$ cat src/rtl/uart_pkg.sv
// Shared UART types and constants for the receive path.
package uart_pkg;

  localparam int unsigned UART_BYTE_W     = 8;
  localparam int unsigned UART_FIFO_DEPTH = 16;

  typedef logic [UART_BYTE_W-1:0] uart_byte_t;

  typedef struct packed {
    logic overrun;
    logic frameErr;
  } uart_rx_status_t;

endpackage

$ cat src/rtl/uart_fifo_mem.sv
// Storage array for the UART receive FIFO: synchronous write, asynchronous read.
// Contents are intentionally not reset.
module uart_fifo_mem
  import uart_pkg::*;
#(
  parameter int unsigned Depth = UART_FIFO_DEPTH,
  parameter int unsigned Width = UART_BYTE_W,
  localparam int unsigned AddrW = $clog2(Depth)
) (
  input  logic             clk,
  input  logic             i_wEn,
  input  logic [AddrW-1:0] i_wAddr,
  input  logic [Width-1:0] i_wData,
  input  logic [AddrW-1:0] i_rAddr,
  output logic [Width-1:0] o_rData
);

  logic [Width-1:0] r_mem [Depth];

  // Write port
  always_ff @(posedge clk) begin
    if (i_wEn) begin
      r_mem[i_wAddr] <= i_wData;
    end
  end

  assign o_rData = r_mem[i_rAddr];

endmodule

$ cat src/rtl/uart_rx_fifo.sv
// Receive buffer behind the UART receiver: circular FIFO with first-word
// fall-through valid/ready output plus sticky overrun / framing-error flags.
// Optional macro UART_RX_FIFO_ERRCNT_EN adds a saturating errCount output.
module uart_rx_fifo
  import uart_pkg::*;
#(
  parameter int unsigned Depth           = UART_FIFO_DEPTH,
  parameter int unsigned AlmostFullLevel = 12
) (
  input  logic                 clk,
  input  logic                 nReset,
  input  uart_byte_t           rxData,
  input  logic                 rxDone,
  input  logic                 rxErr,
  output uart_byte_t           outData,
  output logic                 outValid,
  input  logic                 outReady,
  output logic [$clog2(Depth):0] count,
  output logic                 almostFull,
  output logic                 overrun,
  output logic                 frameErr,
  input  logic                 clearStatus
`ifdef UART_RX_FIFO_ERRCNT_EN
  ,
  output logic [7:0]           errCount
`endif
);

  localparam int unsigned AddrW = $clog2(Depth);
  localparam int unsigned PtrW  = AddrW + 1;

  logic [PtrW-1:0] r_wPtr;
  logic [PtrW-1:0] r_rPtr;
  uart_rx_status_t r_status;
  uart_rx_status_t w_statusNext;

  logic w_empty;
  logic w_full;
  logic w_pop;
  logic w_push;
  logic w_drop;

  // Occupancy decode; the pointer MSB separates full from empty
  assign w_empty = (r_wPtr == r_rPtr);
  assign w_full  = (r_wPtr[AddrW-1:0] == r_rPtr[AddrW-1:0]) &&
                   (r_wPtr[AddrW] != r_rPtr[AddrW]);

  // A pop frees the slot in the same cycle, so a full FIFO still accepts
  assign w_pop  = !w_empty && outReady;
  assign w_push = rxDone && (!w_full || w_pop);
  assign w_drop = rxDone && w_full && !w_pop;

  // Read/write pointers, wrapping modulo 2*Depth
  always_ff @(posedge clk or negedge nReset) begin
    if (!nReset) begin
      r_wPtr <= '0;
      r_rPtr <= '0;
    end else begin
      if (w_push) begin
        r_wPtr <= r_wPtr + PtrW'(1);
      end
      if (w_pop) begin
        r_rPtr <= r_rPtr + PtrW'(1);
      end
    end
  end

  uart_fifo_mem #(
    .Depth (Depth),
    .Width (UART_BYTE_W)
  ) u_mem (
    .clk     (clk),
    .i_wEn   (w_push),
    .i_wAddr (r_wPtr[AddrW-1:0]),
    .i_wData (rxData),
    .i_rAddr (r_rPtr[AddrW-1:0]),
    .o_rData (outData)
  );

  // Sticky status: clear first, then a same-cycle set event wins
  always_comb begin
    w_statusNext = r_status;
    if (clearStatus) begin
      w_statusNext = '0;
    end
    if (w_drop) begin
      w_statusNext.overrun = 1'b1;
    end
    if (rxErr) begin
      w_statusNext.frameErr = 1'b1;
    end
  end

  // Status register
  always_ff @(posedge clk or negedge nReset) begin
    if (!nReset) begin
      r_status <= '0;
    end else begin
      r_status <= w_statusNext;
    end
  end

`ifdef UART_RX_FIFO_ERRCNT_EN
  logic [7:0] r_errCount;

  // Saturating rxErr counter; clear and a same-cycle error leave it at 1
  always_ff @(posedge clk or negedge nReset) begin
    if (!nReset) begin
      r_errCount <= '0;
    end else if (clearStatus) begin
      r_errCount <= rxErr ? 8'd1 : 8'd0;
    end else if (rxErr && (r_errCount != 8'hFF)) begin
      r_errCount <= r_errCount + 8'd1;
    end
  end

  assign errCount = r_errCount;
`endif

  assign outValid   = !w_empty;
  assign count      = r_wPtr - r_rPtr;
  assign almostFull = (count >= PtrW'(AlmostFullLevel));
  assign overrun    = r_status.overrun;
  assign frameErr   = r_status.frameErr;

endmodule
$ cat config.mk
export PLATFORM = sky130hd
export DESIGN_NAME = uart_rx_fifo
export DESIGN_NICKNAME = d
export VERILOG_FILES = /design/src/rtl/uart_pkg.sv /design/src/rtl/uart_fifo_mem.sv /design/src/rtl/uart_rx_fifo.sv
export SDC_FILE = /design/constraint.sdc
export NUM_CORES = 1
export LEC_CHECK = 0
export BUFFER_PORTS_ARGS = -buffer_cell sky130_fd_sc_hd__buf_4
export CAP_MARGIN = 15
export CORE_MARGIN = 2
export CORE_UTILIZATION = 40
export DETAILED_ROUTE_END_ITERATION = 6
export PLACE_DENSITY = 0.61
export REMOVE_ABC_BUFFERS = 1
export SKIP_LAST_GASP = 1
export SYNTH_ARGS = -nofsm -noshare
export SYNTH_HDL_FRONTEND = slang
export SYNTH_HIERARCHICAL = 1
export SYNTH_SLANG_ARGS = --single-unit
$ cat constraint.sdc
create_clock -name clk -period 5.95 [get_ports clk]
set_input_delay 0.595 -clock clk [delete_from_list [all_inputs] [get_ports clk]]
set_output_delay 0.595 -clock clk [all_outputs]
set_load 0.01 [all_outputs]
==> results of run 1 <==
-- layout by cell type, fill, tap and decap left out, drive strengths merged, types with 3 or more instances in the layout --
cell / instances
nand2: 13
clkinv: 6
a21o: 3
a22oi: 16
mux4: 32
xor2: 5
clkbuf: 19
nand4: 3
edfxtp: 128
bufinv: 5
mux2: 3
nor3: 6
ha: 6
buf: 36
xnor2: 9
dfrtp: 12
inv: 10
nor2: 19
-- final timing paths --
kind                            from  slack [ns]                 to
min reg2reg                 frameErr        0.48           frameErr
max reg2reg                r_wPtr[0]        3.04  u_mem/r_mem[1][4]
min in group clk               rxErr        0.35           frameErr
max in group asynchronous     nReset        5.76          r_rPtr[0]
min                           nReset        0.01           frameErr
max                        r_wPtr[0]        2.76         almostFull
-- power breakdown --
group	internal, µW	total, µW	switching [µW]
sequential	1210	1280	78.4
combinational	607	1310	701
clock	738	1120	377
total	2550	3710	1160
-- final cells by class --
class	count	area [µm²]	share of cell area [%]
multi-input cells	134	1500	22.1
clock inverters	13	198	2.90
repair buffers	36	265	3.90
well taps	180	225	3.31
flip-flops and latches	140	4150	60.9
clock buffers	19	433	6.36
inverters	10	37.5	0.552
-- state kept, by name (all words and copies together) (netlist names) --
register     cells
r_wPtr           5
overrun          1
r_rPtr           5
u_mem/r_mem    128
frameErr         1
-- cell families after synthesis --
family / Yosys count
DFF: 140
and+or+nand+nor: 52
xor gates and xnor gates: 14
muxes: 35
AOI/OAI and AO/OA: 26
adders and majority gates: 7
buffers and inverters: 21
-- per-stage QoR --
step | setup WS (ns) | cell area [µm²] | std cells
after floorplan | 2.37 | 5680 | 284
after global placement | 2.92 | 6150 | 496
after detailed placement | 2.80 | 6160 | 498
after CTS | 2.69 | 6800 | 530
after global routing | 2.58 | 6810 | 532
final | 2.76 | 6810 | 532
-- worst register-to-register path, delay by kind of cell, from the launching register on --
family	cells	cell delay, ns
AO/OA/AOI/OAI	1	0.09
adder cells (fa/ha/maj)	1	0.35
buffers and inverters	2	0.21
flip-flops	1	0.55
AND/OR/NAND/NOR	3	1.33
-- routing by layer --
layer,part of all wire (%),routed length [µm],GRT usage [%],vias up
li1,-,-,-,1289
met1,46,5360,23.7,1523
met2,48,5640,25.9,80
met4,1.7,200,6.74,0
met5,0,0,0,-
met3,4.8,570,4.21,14
==> summary.txt, run 1 <==
Outcome
  • Status: finished clean

Global route
  • First-pass GRT wire length: approximately 18000 µm
  • GRT overflow: 0
  • Vias in the first global route: around 3000
  • Pin count of the biggest net entering global routing: 36
  • Antenna violations before repair: 0
  • Total track usage: ~17%

Min path
  • Worst hold path type: in -> async

Die
  • Total Die Area: roughly 15000 µm²
  • Core Region: 14000 µm²
  • Starting Density: around two fifths
  • Num rows: 43
  • IO Pins: 31
  • DIE HEIGHT: about 120 µm
  • Die Span X: 124 µm

Synthesis
  • Yosys warns: 6
  • Yosys top cell by area: edfxtp_1
  • Most common cell in the netlist: edfxtp_1
  • Main area contributors after synthesis: edfxtp_1 (67%), mux4_2 (7.0%), mux4_1 (6.4%)
  • Primary FF master, synth: edfxtp_1
  • Number of synthesized flops with an enable pin: ~130
  • Synthesized flop and latch total: 140
  • Distinct cells, synth: 38
  • Xor/xnor share of the synthesized area: 2.25%
  • Syn Area/Cell: a little under 20 µm²
  • Area share of and/or/nand/nor cells after synthesis: 4.44%
  • Post-synthesis mux area share: between 10% and 20%
  • Syn Std Cell Area: between 5000 and 6000 µm²
  • Seq/Total Area, Yosys: between 70% and 80%
  • Complex-gate fraction of the synthesized area: under 10%
  • Ys async rst share: approximately 8.6%
  • Commonest cells in the synthesized netlist: edfxtp_1 (128), nor2_1 (19), mux4_2 (18)
  • Main combinational cell family by area after synthesis: multiplexers
  • Yosys top cell area share: 66.6%
  • Adder-Cell Fraction of Synth Area: between 1.5 and 2%
  • Gate Count Post-Synth: between 200 and 300

Timing
  • Final clock skew: 0.00818 ns
  • Hold WS: between 0.01 and 0.015 ns
  • Fin. Hold Viols: 0
  • Total negative slack: 0 ns
  • Period minus WS final: between 3 and 4 ns
  • Least-Margin Pin Slew: 0.962 ns
  • Final setup vio count: 0
  • Fin crit share: between 50% and 60%
  • Pins over their slew limit: 0
  • Slew margin rel.: about 36%
  • RSZ-0062 raised after global routing: no
  • Max Fclk: approximately 310 MHz

Worst setup path
  • Worst EP arrival: between 2 and 3 ns
  • Worst EP required: around 5.4 ns
  • Crit-path max FO: 11
  • CP top delay family: compound AO/OA/AOI/OAI gates
  • Most frequent CP cell: inv_1
  • WS Path Type: reg -> out
  • Worst stage delay on the critical path: approximately 0.50 ns
  • Critical Path End Type: output pin
  • CP Depth: 9
  • Bufs and invs on worst path: 3
  • Crit-path slowest cell: dfrtp_1
  • Crit path cell chain: inv_1, ha_1, inv_1, fa_1, a21o_1, a21oi_1, xnor2_1, a311o_1, buf_4
  • Crit start category: register
  • FF-to-FF path depth: 7

Clocking
  • Post-CTS Setup Bufs: 0
  • CTS Buf Count: 17
  • Hold_buf cts: 0
  • Clock Sinks: between 100 and 150
  • Clock-pin slew on the worst setup and hold paths: roughly 0.060 ns
  • Clock root buffer: clkbuf_16
  • CTS max path bufs: 2
  • H-tree depth: 4
  • Post_cts resized: 0
  • Clock Latency Late Sink: roughly 0.42 ns
  • CTS tree: built

Run
  • Max-cap violations: 0

Pwr
  • Peak supply drop: about 430 µV
  • P per Cell Area: 545 nW/µm²
  • Overall power: roughly 3700 µW
  • Pleak: roughly 0.0024 µW

Routing
  • Vias post-DR: roughly 2900
  • WL/cell: around 22 µm
  • WL final: approximately 12000 µm
  • DRC: 0
  • Initial DRC Count: approximately 230
  • Vias per std cell: ~5.5
  • First-pass iteration count of the detailed router: 4
  • Antenna Violating Nets Remaining: 0

Final layout
  • Layout area overhead: 17.9%
  • Fillers: about 1200
  • Share of layout cells above drive strength 1: ~26%
  • NumNets Final: 360
  • Final Util: ~49%
  • Number of diodes: 0

Placed design
  • Final HPWL DP: 7520 µm
  • RePlAce Congestion: between 0.7 and 0.8
  • Buffers on Ports: 30
No activity file was read; power rests on OpenSTA's default activity.
==> run 2: changes to the inputs <==
ABC_AREA = 1   (was unset)
PLACE_DENSITY = 0.63   (was 0.61)
clock period = 2.8 ns   (was 5.95 ns; I/O delays follow)
==> run 2 against run 1 <==
- wire length is 26% higher
- sequential share of layout area is 5.8 points lower
- core utilization is 1.1 points lower
- cell area is 11% higher
- global-route usage is 1.6 points higher
- flip-flop and latch count stayed put
- via count is 54% higher
- critical path type is now reg -> reg
==> summary.txt, run 2 <==
Clocking
  • Post_cts resized: 0 (unchanged)
  • Clock Latency Late Sink: 0.42 ns (about the same)
  • CTS max path bufs: 2 (unchanged)
  • Clock-pin slew on the worst setup and hold paths: 0.06 ns (about the same)
  • Post-CTS Setup Bufs: 0 (unchanged)
  • Clock root buffer: clkbuf_16
  • CTS tree: built
  • H-tree depth: 4 (unchanged)
  • Clock Sinks: 140 (unchanged)
  • CTS Buf Count: 17 (unchanged)

Global route
  • Total track usage: 18.6% (+1.6 points)
  • Pin count of the biggest net entering global routing: 70 (+94%)
  • First-pass GRT wire length: 23300 µm (+30%)
  • Antenna violations before repair: 0 (unchanged)
  • Vias in the first global route: 4274 (+45%)
  • GRT overflow: 0 (unchanged)

Final layout
  • NumNets Final: 711 (+98%)
  • Layout area overhead: 16.5%
  • Biggest register: u_mem/r_mem
  • Number of diodes: 0 (unchanged)
  • Commonest non-fill, non-tap cell in the layout: nand2_1
  • Most frequent cells in the layout: nand2_1 (210), edfxtp_1 (128), inv_1 (117)
  • Share of layout cells above drive strength 1: 11.7% (-14 points)
  • Regs by FF count: u_mem/r_mem: 128 flops, r_rPtr: 5 flops, r_wPtr: 5 flops
  • Number of flip-flops under the largest register name: 128 (unchanged)

Worst setup path
  • WS Path Type: reg -> reg
  • Crit-path max FO: 11 (unchanged)
  • Crit start category: register
  • Worst setup endpoint: u_mem/r_mem[12][3]
  • Critical Path End Type: register
  • Worst EP arrival: 2.63 ns (+0.04 ns)
  • Reg-to-reg endpoint: u_mem/r_mem[12][3]
  • Worst EP required: 2.85 ns (-2.51 ns)
  • R2R Setup Slk: 0.22 ns (-2.82 ns)
  • CP startpoint: r_wPtr[2]
  • Worst r2r src: r_wPtr[2]
  • FF-to-FF path depth: 8 (+1)

Placed design
  • Final HPWL DP: 9760 µm (+30%)
  • Buffers on Ports: 30 (unchanged)
  • RePlAce Congestion: 0.885 (+20%)
  • Pre-CTS setup slack: 0.284 ns (-2.52 ns)

Timing
  • Total negative slack: 0 ns (unchanged)
  • Final clock skew: 0.00840 ns (+0.000217 ns)
  • RSZ-0062 raised after global routing: no
  • Fin crit share: 92.0%
  • Least-Margin Pin Slew: 0.683 ns (-0.279 ns)
  • Worst setup margin: 0.225 ns (-2.54 ns)
  • Period minus WS final: approximately 2.6 ns
  • Max Fclk: between 300 and 400 MHz
  • Slew margin rel.: 54.3% (+19 points)
  • Pins over their slew limit: 0 (unchanged)
  • Final setup vio count: 0 (unchanged)
  • Fin. Hold Viols: 0 (unchanged)

Die
  • DIE HEIGHT: 131 µm (+5.6%)
  • Die Span X: 131 µm (+5.6%)
  • Num rows: 46 (+7.0%)
  • Core Region: 15800 µm² (+13%)
  • IO Pins: 31 (unchanged)
  • Starting Density: 40.8% (-0.48 points)
  • Total Die Area: 17200 µm² (+11%)

Run
  • Max-cap violations: 0 (unchanged)

Synthesis
  • Main area contributors after synthesis: edfxtp_1 (60%), nand2_1 (12%), nand3_1 (8.9%)
  • Syn Area/Cell: 9.86 µm² (-50%)
  • Synthesized flop and latch total: 140 (unchanged)
  • Number of synthesized flops with an enable pin: 128 (unchanged)
  • Syn Std Cell Area: 6460 µm² (+12%)
  • Distinct cells, synth: 25 (-34%)
  • Seq/Total Area, Yosys: 64.2% (-7.6 points)
  • Yosys top cell by area: edfxtp_1
  • Most common cell in the netlist: nand2_1
  • Yosys top cell area share: 59.5% (-7.0 points)
  • Primary FF master, synth: edfxtp_1
  • Gate Count Post-Synth: 655 (+120%)
  • Yosys warns: 6 (unchanged)
  • Commonest cells in the synthesized netlist: nand2_1 (210), edfxtp_1 (128), inv_1 (117)
  • Ys async rst share: 8.57% (unchanged)

Routing
  • DRC: 0 (unchanged)
  • Vias per std cell: 4.88 (-11%)
  • WL final: 14800 µm (+26%)
  • Vias post-DR: 4487 (+54%)
  • First-pass iteration count of the detailed router: 5 (+1)
  • WL/cell: 16.1 µm (-27%)
  • Antenna Violating Nets Remaining: 0 (unchanged)
  • Initial DRC Count: 486 (+110%)

Pwr
  • Peak supply drop: 1240 µV (+190%)
  • P per Cell Area: 1070 nW/µm² (+97%)
  • Pleak: 0.00332 µW (+39%)
  • Overall power: 8060 µW (+120%)

Min path
  • Worst hold path type: in -> reg

Outcome
  • Status: finished clean
[run 2: cell types whose count changed after synthesis, moves of 6 or more]
cell     delta
xnor2_1     -8
mux4_2     -18
buf_2      +10
nor3_1      -6
nand2_1   +197
inv_1     +107
a22oi_1    -16
mux4_1     -14
nand3_1   +113
[run 2: worst min-delay path by stage]
| stage | startpoint | cells past startpoint | slack, ns | end |
|---|---|---|---|---|
| 3_5_place_dp | nReset | 1 | 0.14 | r_rPtr[4] |
| 5_1_grt | clearStatus | 2 | 0.04 | frameErr |
| 4_1_cts | clearStatus | 2 | 0.03 | frameErr |
| 3_3_place_gp | nReset | 1 | 0.14 | r_rPtr[4] |
| 6_report | clearStatus | 2 | 0.05 | frameErr |
| 2_1_floorplan | nReset | 0 | -0.02 | frameErr |
[run 2: power by group]
group	switching (µW)	total (µW)	internal, µW
Sequential	128	2630	2510
Combinational	1970	3060	1090
Clock	864	2370	1510
Total	2970	8060	5100
[run 2: metrics by stage]
step | cells | utilization, % | hold slack [ns] | area, µm²
2_1_floorplan | 630 | - | -0.0156 | 6290
3_3_place_gp | 886 | 43.4 | 0.135 | 6870
3_5_place_dp | 886 | 43.4 | 0.137 | 6870
4_1_cts | 919 | 47.5 | 0.0338 | 7520
5_1_grt | 919 | 47.5 | 0.0393 | 7520
6_report | 919 | 47.5 | 0.0474 | 7520
[run 2: timing repair]
item | in CTS | in global routing
hold buffers | 1 | 0
endpoints found under the hold margin | 12 | 0
setup endpoints to repair | 0 | 0
[run 2: cells by family (layout without fill, tap and decap cells)]
kind of cell / Yosys count / after routing / share of synthesized area [%]
DFF: 140 / 140 / 64.2
adders and majority gates: 7 / 7 / 1.47
and+or+nand+nor: 357 / 357 / 24.0
buffers and inverters: 144 / 192 / 9.55
AOI/OAI and AO/OA: 4 / 4 / 0.368
xor gates and xnor gates: 3 / 3 / 0.407
[run 2: layer usage]
| layer | wire length [µm] | vias to the layer above | GRT usage [%] | share of wire (%) |
|---|---|---|---|---|
| met5 | 0 | - | 0 | 0 |
| met3 | 894 | 31 | 3.45 | 6.0 |
| li1 | - | 2176 | - | - |
| met2 | 6880 | 163 | 29.6 | 46 |
| met4 | 342 | 0 | 7.57 | 2.3 |
| met1 | 6680 | 2117 | 25.5 | 45 |
[run 2: layout make-up]
| type | count | area [µm²] |
|---|---|---|
| timing repair buffer | 41 | 323 |
| clock inverter | 15 | 214 |
| sequential | 140 | 4150 |
| fill | 1432 | 8310 |
| clock buffer | 17 | 425 |
| tap | 216 | 270 |
| multi-input combinational | 371 | 1700 |
| inverter | 119 | 447 |
[run 2: worst max-delay path: stages (launching register included)]
cell     delay, ns
dfrtp_1       0.50
ha_1          0.44
nand2_2       0.11
nor2_4        0.05
nand3_4       0.12
nand2_4       0.08
inv_1         0.12
nand3_1       0.19
nor2_1        0.59
==> run 3: changes to the inputs <==
CORE_ASPECT_RATIO = 0.75   (was unset)
==> run 3 against run 2 <==
- die area about the same
- clock skew about the same
- fmax down 0.91%
- count of clock-buffer cells in the layout unchanged
- sequential share of layout area rose by 0.38 points
- combinational power up 5%
- power fell by 2.7%
- final cell count rose by 0.44%
- highest routed layer unchanged
- flip-flop and latch count unchanged
==> summary.txt, run 3 (synthesized netlist as in run 2, its figures left out) <==
Outcome
  • Status: finished clean

Worst setup path
  • Worst EP required: 2.52 ns (-0.33 ns)
  • Worst stage delay on the critical path: 0.44 ns (-0.15 ns)
  • Crit start category: register
  • Worst EP arrival: 2.32 ns (-0.31 ns)
  • Crit path cell chain: buf_4, buf_4, nand2_1, nand3_1, nand3_1, nand3_1, nand2_1, buf_4
  • FF-to-FF path depth: 8 (unchanged)
  • Crit-path slowest cell: buf_4
  • WS Path Type: reg -> out
  • Crit-path max FO: 37 (+26)
  • Worst r2r src: r_wPtr[3]
  • R2R Setup Slk: 0.23 ns (about the same)
  • Critical Path End Type: output pin
  • Reg-to-reg endpoint: u_mem/r_mem[11][2]

Routing
  • Vias post-DR: 4503 (+0.36%)
  • Vias per std cell: 4.88 (about the same)
  • WL final: 15300 µm (+3.5%)
  • Metal-1 WL: 6950 µm (+4.0%)
  • DRC: 0 (unchanged)
  • Met3 routed WL: 1120 µm (+25%)
  • First-pass iteration count of the detailed router: 5 (unchanged)
  • Initial DRC Count: 428 (-12%)
  • Max layer used: met4
  • Antenna Violating Nets Remaining: 0 (unchanged)
  • WL/cell: 16.6 µm (+3.0%)
  • Metal2 WL: 6940 µm (+0.83%)

Die
  • Num rows: 40 (-13%)
  • Starting Density: 40.6% (-0.22 points)
  • Die Span X: 151 µm (+15%)
  • DIE HEIGHT: 114 µm (-13%)
  • IO Pins: 31 (unchanged)
  • Total Die Area: 17200 µm² (about the same)
  • Core Region: 15900 µm² (+0.55%)

Final layout
  • Commonest non-fill, non-tap cell in the layout: nand2_1
  • Number of flip-flops under the largest register name: 128 (unchanged)
  • Multi-input logic area: 1700 µm² (unchanged)
  • Most frequent cells in the layout: nand2_1 (210), edfxtp_1 (128), inv_1 (117)
  • Layout area overhead: 15.7%
  • NumNets Final: 721 (+1.4%)
  • Fillers: 1490 (+4.1%)
  • Final Util: 46.9% (-0.58 points)
  • Number of diodes: 0 (unchanged)
  • Share of layout cells above drive strength 1: 12.3% (+0.68 points)
  • Final Non-Filler Cells: 923 (+0.44%)
  • Regs by FF count: u_mem/r_mem: 128 flops, r_rPtr: 5 flops, r_wPtr: 5 flops
  • Register area: 4150 µm² (unchanged)
  • Biggest register: u_mem/r_mem

Timing
  • Worst setup margin: 0.201 ns (-0.0237 ns)
  • Slew margin rel.: 52.2% (-2.1 points)
  • RSZ-0062 raised after global routing: no
  • Period minus WS final: 2.60 ns (+0.0237 ns)
  • Fin crit share: 92.8% (+0.85 points)
  • Final clock skew: 0.00794 ns (-0.000462 ns)
  • Pins over their slew limit: 0 (unchanged)
  • Final setup vio count: 0 (unchanged)
  • Fin. Hold Viols: 0 (unchanged)
  • Least-Margin Pin Slew: 0.715 ns (+0.0315 ns)
  • Max Fclk: 385 MHz (-0.91%)

Min path
  • Worst hold endpoint: frameErr
  • Depth of the worst hold-timing path: 2 (unchanged)
  • Start point of the worst hold path: clearStatus
  • Worst hold path type: in -> reg

Clocking
  • CTS tree: built
  • H-tree depth: 4 (unchanged)
  • CTS max path bufs: 2 (unchanged)
  • Clock-pin slew on the worst setup and hold paths: 0.06 ns (about the same)
  • Clock root buffer: clkbuf_16
  • Post_cts resized: 0 (unchanged)
  • CTS Buf Count: 17 (unchanged)
  • Clock Latency Late Sink: 0.41 ns (about the same)
  • Clock Sinks: 140 (unchanged)
  • Post-CTS Setup Bufs: 0 (unchanged)

Placed design
  • Buffers on Ports: 30 (unchanged)
  • Final HPWL DP: 9740 µm (-0.17%)
  • Placed insts: 890 (+0.45%)
  • Pre-CTS setup slack: 0.286 ns (+0.00150 ns)
  • RePlAce Congestion: 0.856 (-3.2%)

Global route
  • Antenna violations before repair: 0 (unchanged)
  • Pin count of the biggest net entering global routing: 38 (-46%)
  • GRT overflow: 0 (unchanged)
  • Total track usage: 18.7% (+0.054 points)
  • First-pass GRT wire length: 23700 µm (+1.6%)
  • Vias in the first global route: 4341 (+1.6%)

Pwr
  • Overall power: 7840 µW (-2.7%)
  • Pleak: 0.00331 µW (-0.20%)
  • Peak supply drop: 501 µV (-60%)
  • P per Cell Area: 1050 nW/µm² (-2.1%)

Run
  • Max-cap violations: 0 (unchanged)
## run 3: worst max-delay path: cells and delay by family (launching register included)
family / cells / cell delay (ns)
buffers and inverters: 3 / 0.94
flip-flops: 1 / 0.36
AND/OR/NAND/NOR: 5 / 0.59
## run 3: metrics by stage
step,instance area (µm²),TNS [ns],hold slack [ns]
final,7470,0,0.0562
after global routing,7470,0,0.0461
after detailed placement,6930,0,0.129
after CTS,7470,0,0.0459
after global placement,6930,0,0.129
after floorplan,6290,-34.67,-0.0156
## run 3: power breakdown
part | internal [µW] | leakage [µW] | switching [µW]
Sequential | 2500 | 0.00131 | 115
Combinational | 1100 | 0.00175 | 2090
Clock | 1200 | 0.000250 | 833
## run 3: worst max-delay path by stage
stage                          from            endpoint  slack (ns)
final                     r_rPtr[0]          outData[6]        0.20
after floorplan           r_rPtr[0]  u_mem/r_mem[12][0]       -0.28
after global routing      r_rPtr[0]          outData[6]        0.02
after CTS                 r_rPtr[0]          outData[6]        0.20
after global placement    r_wPtr[3]  u_mem/r_mem[10][4]        0.42
after detailed placement  r_wPtr[3]  u_mem/r_mem[11][2]        0.29
## run 3: repair_timing
| action | 4_1_cts | 5_1_grt |
|---|---|---|
| endpoints found under the setup margin | 0 | 0 |
| hold buffers | 1 | 0 |
| hold endpoints to repair | 12 | 0 |
## run 3: final cells by class
| class | instances | area share [%] |
|---|---|---|
| tap | 210 | 3.52 |
| timing repair buffer | 51 | 5.16 |
| clock inverter | 15 | 1.44 |
| multi-input combinational | 371 | 22.7 |
| inverter | 119 | 5.98 |
| sequential | 140 | 55.5 |
| clock buffer | 17 | 5.70 |
## run 3: routing by layer
| layer | track usage, % | vias up |
|---|---|---|
| met4 | 5.61 | 0 |
| met2 | 28.3 | 143 |
| met5 | 0 | - |
| li1 | - | 2197 |
| met1 | 26.1 | 2137 |
| met3 | 5.84 | 26 |
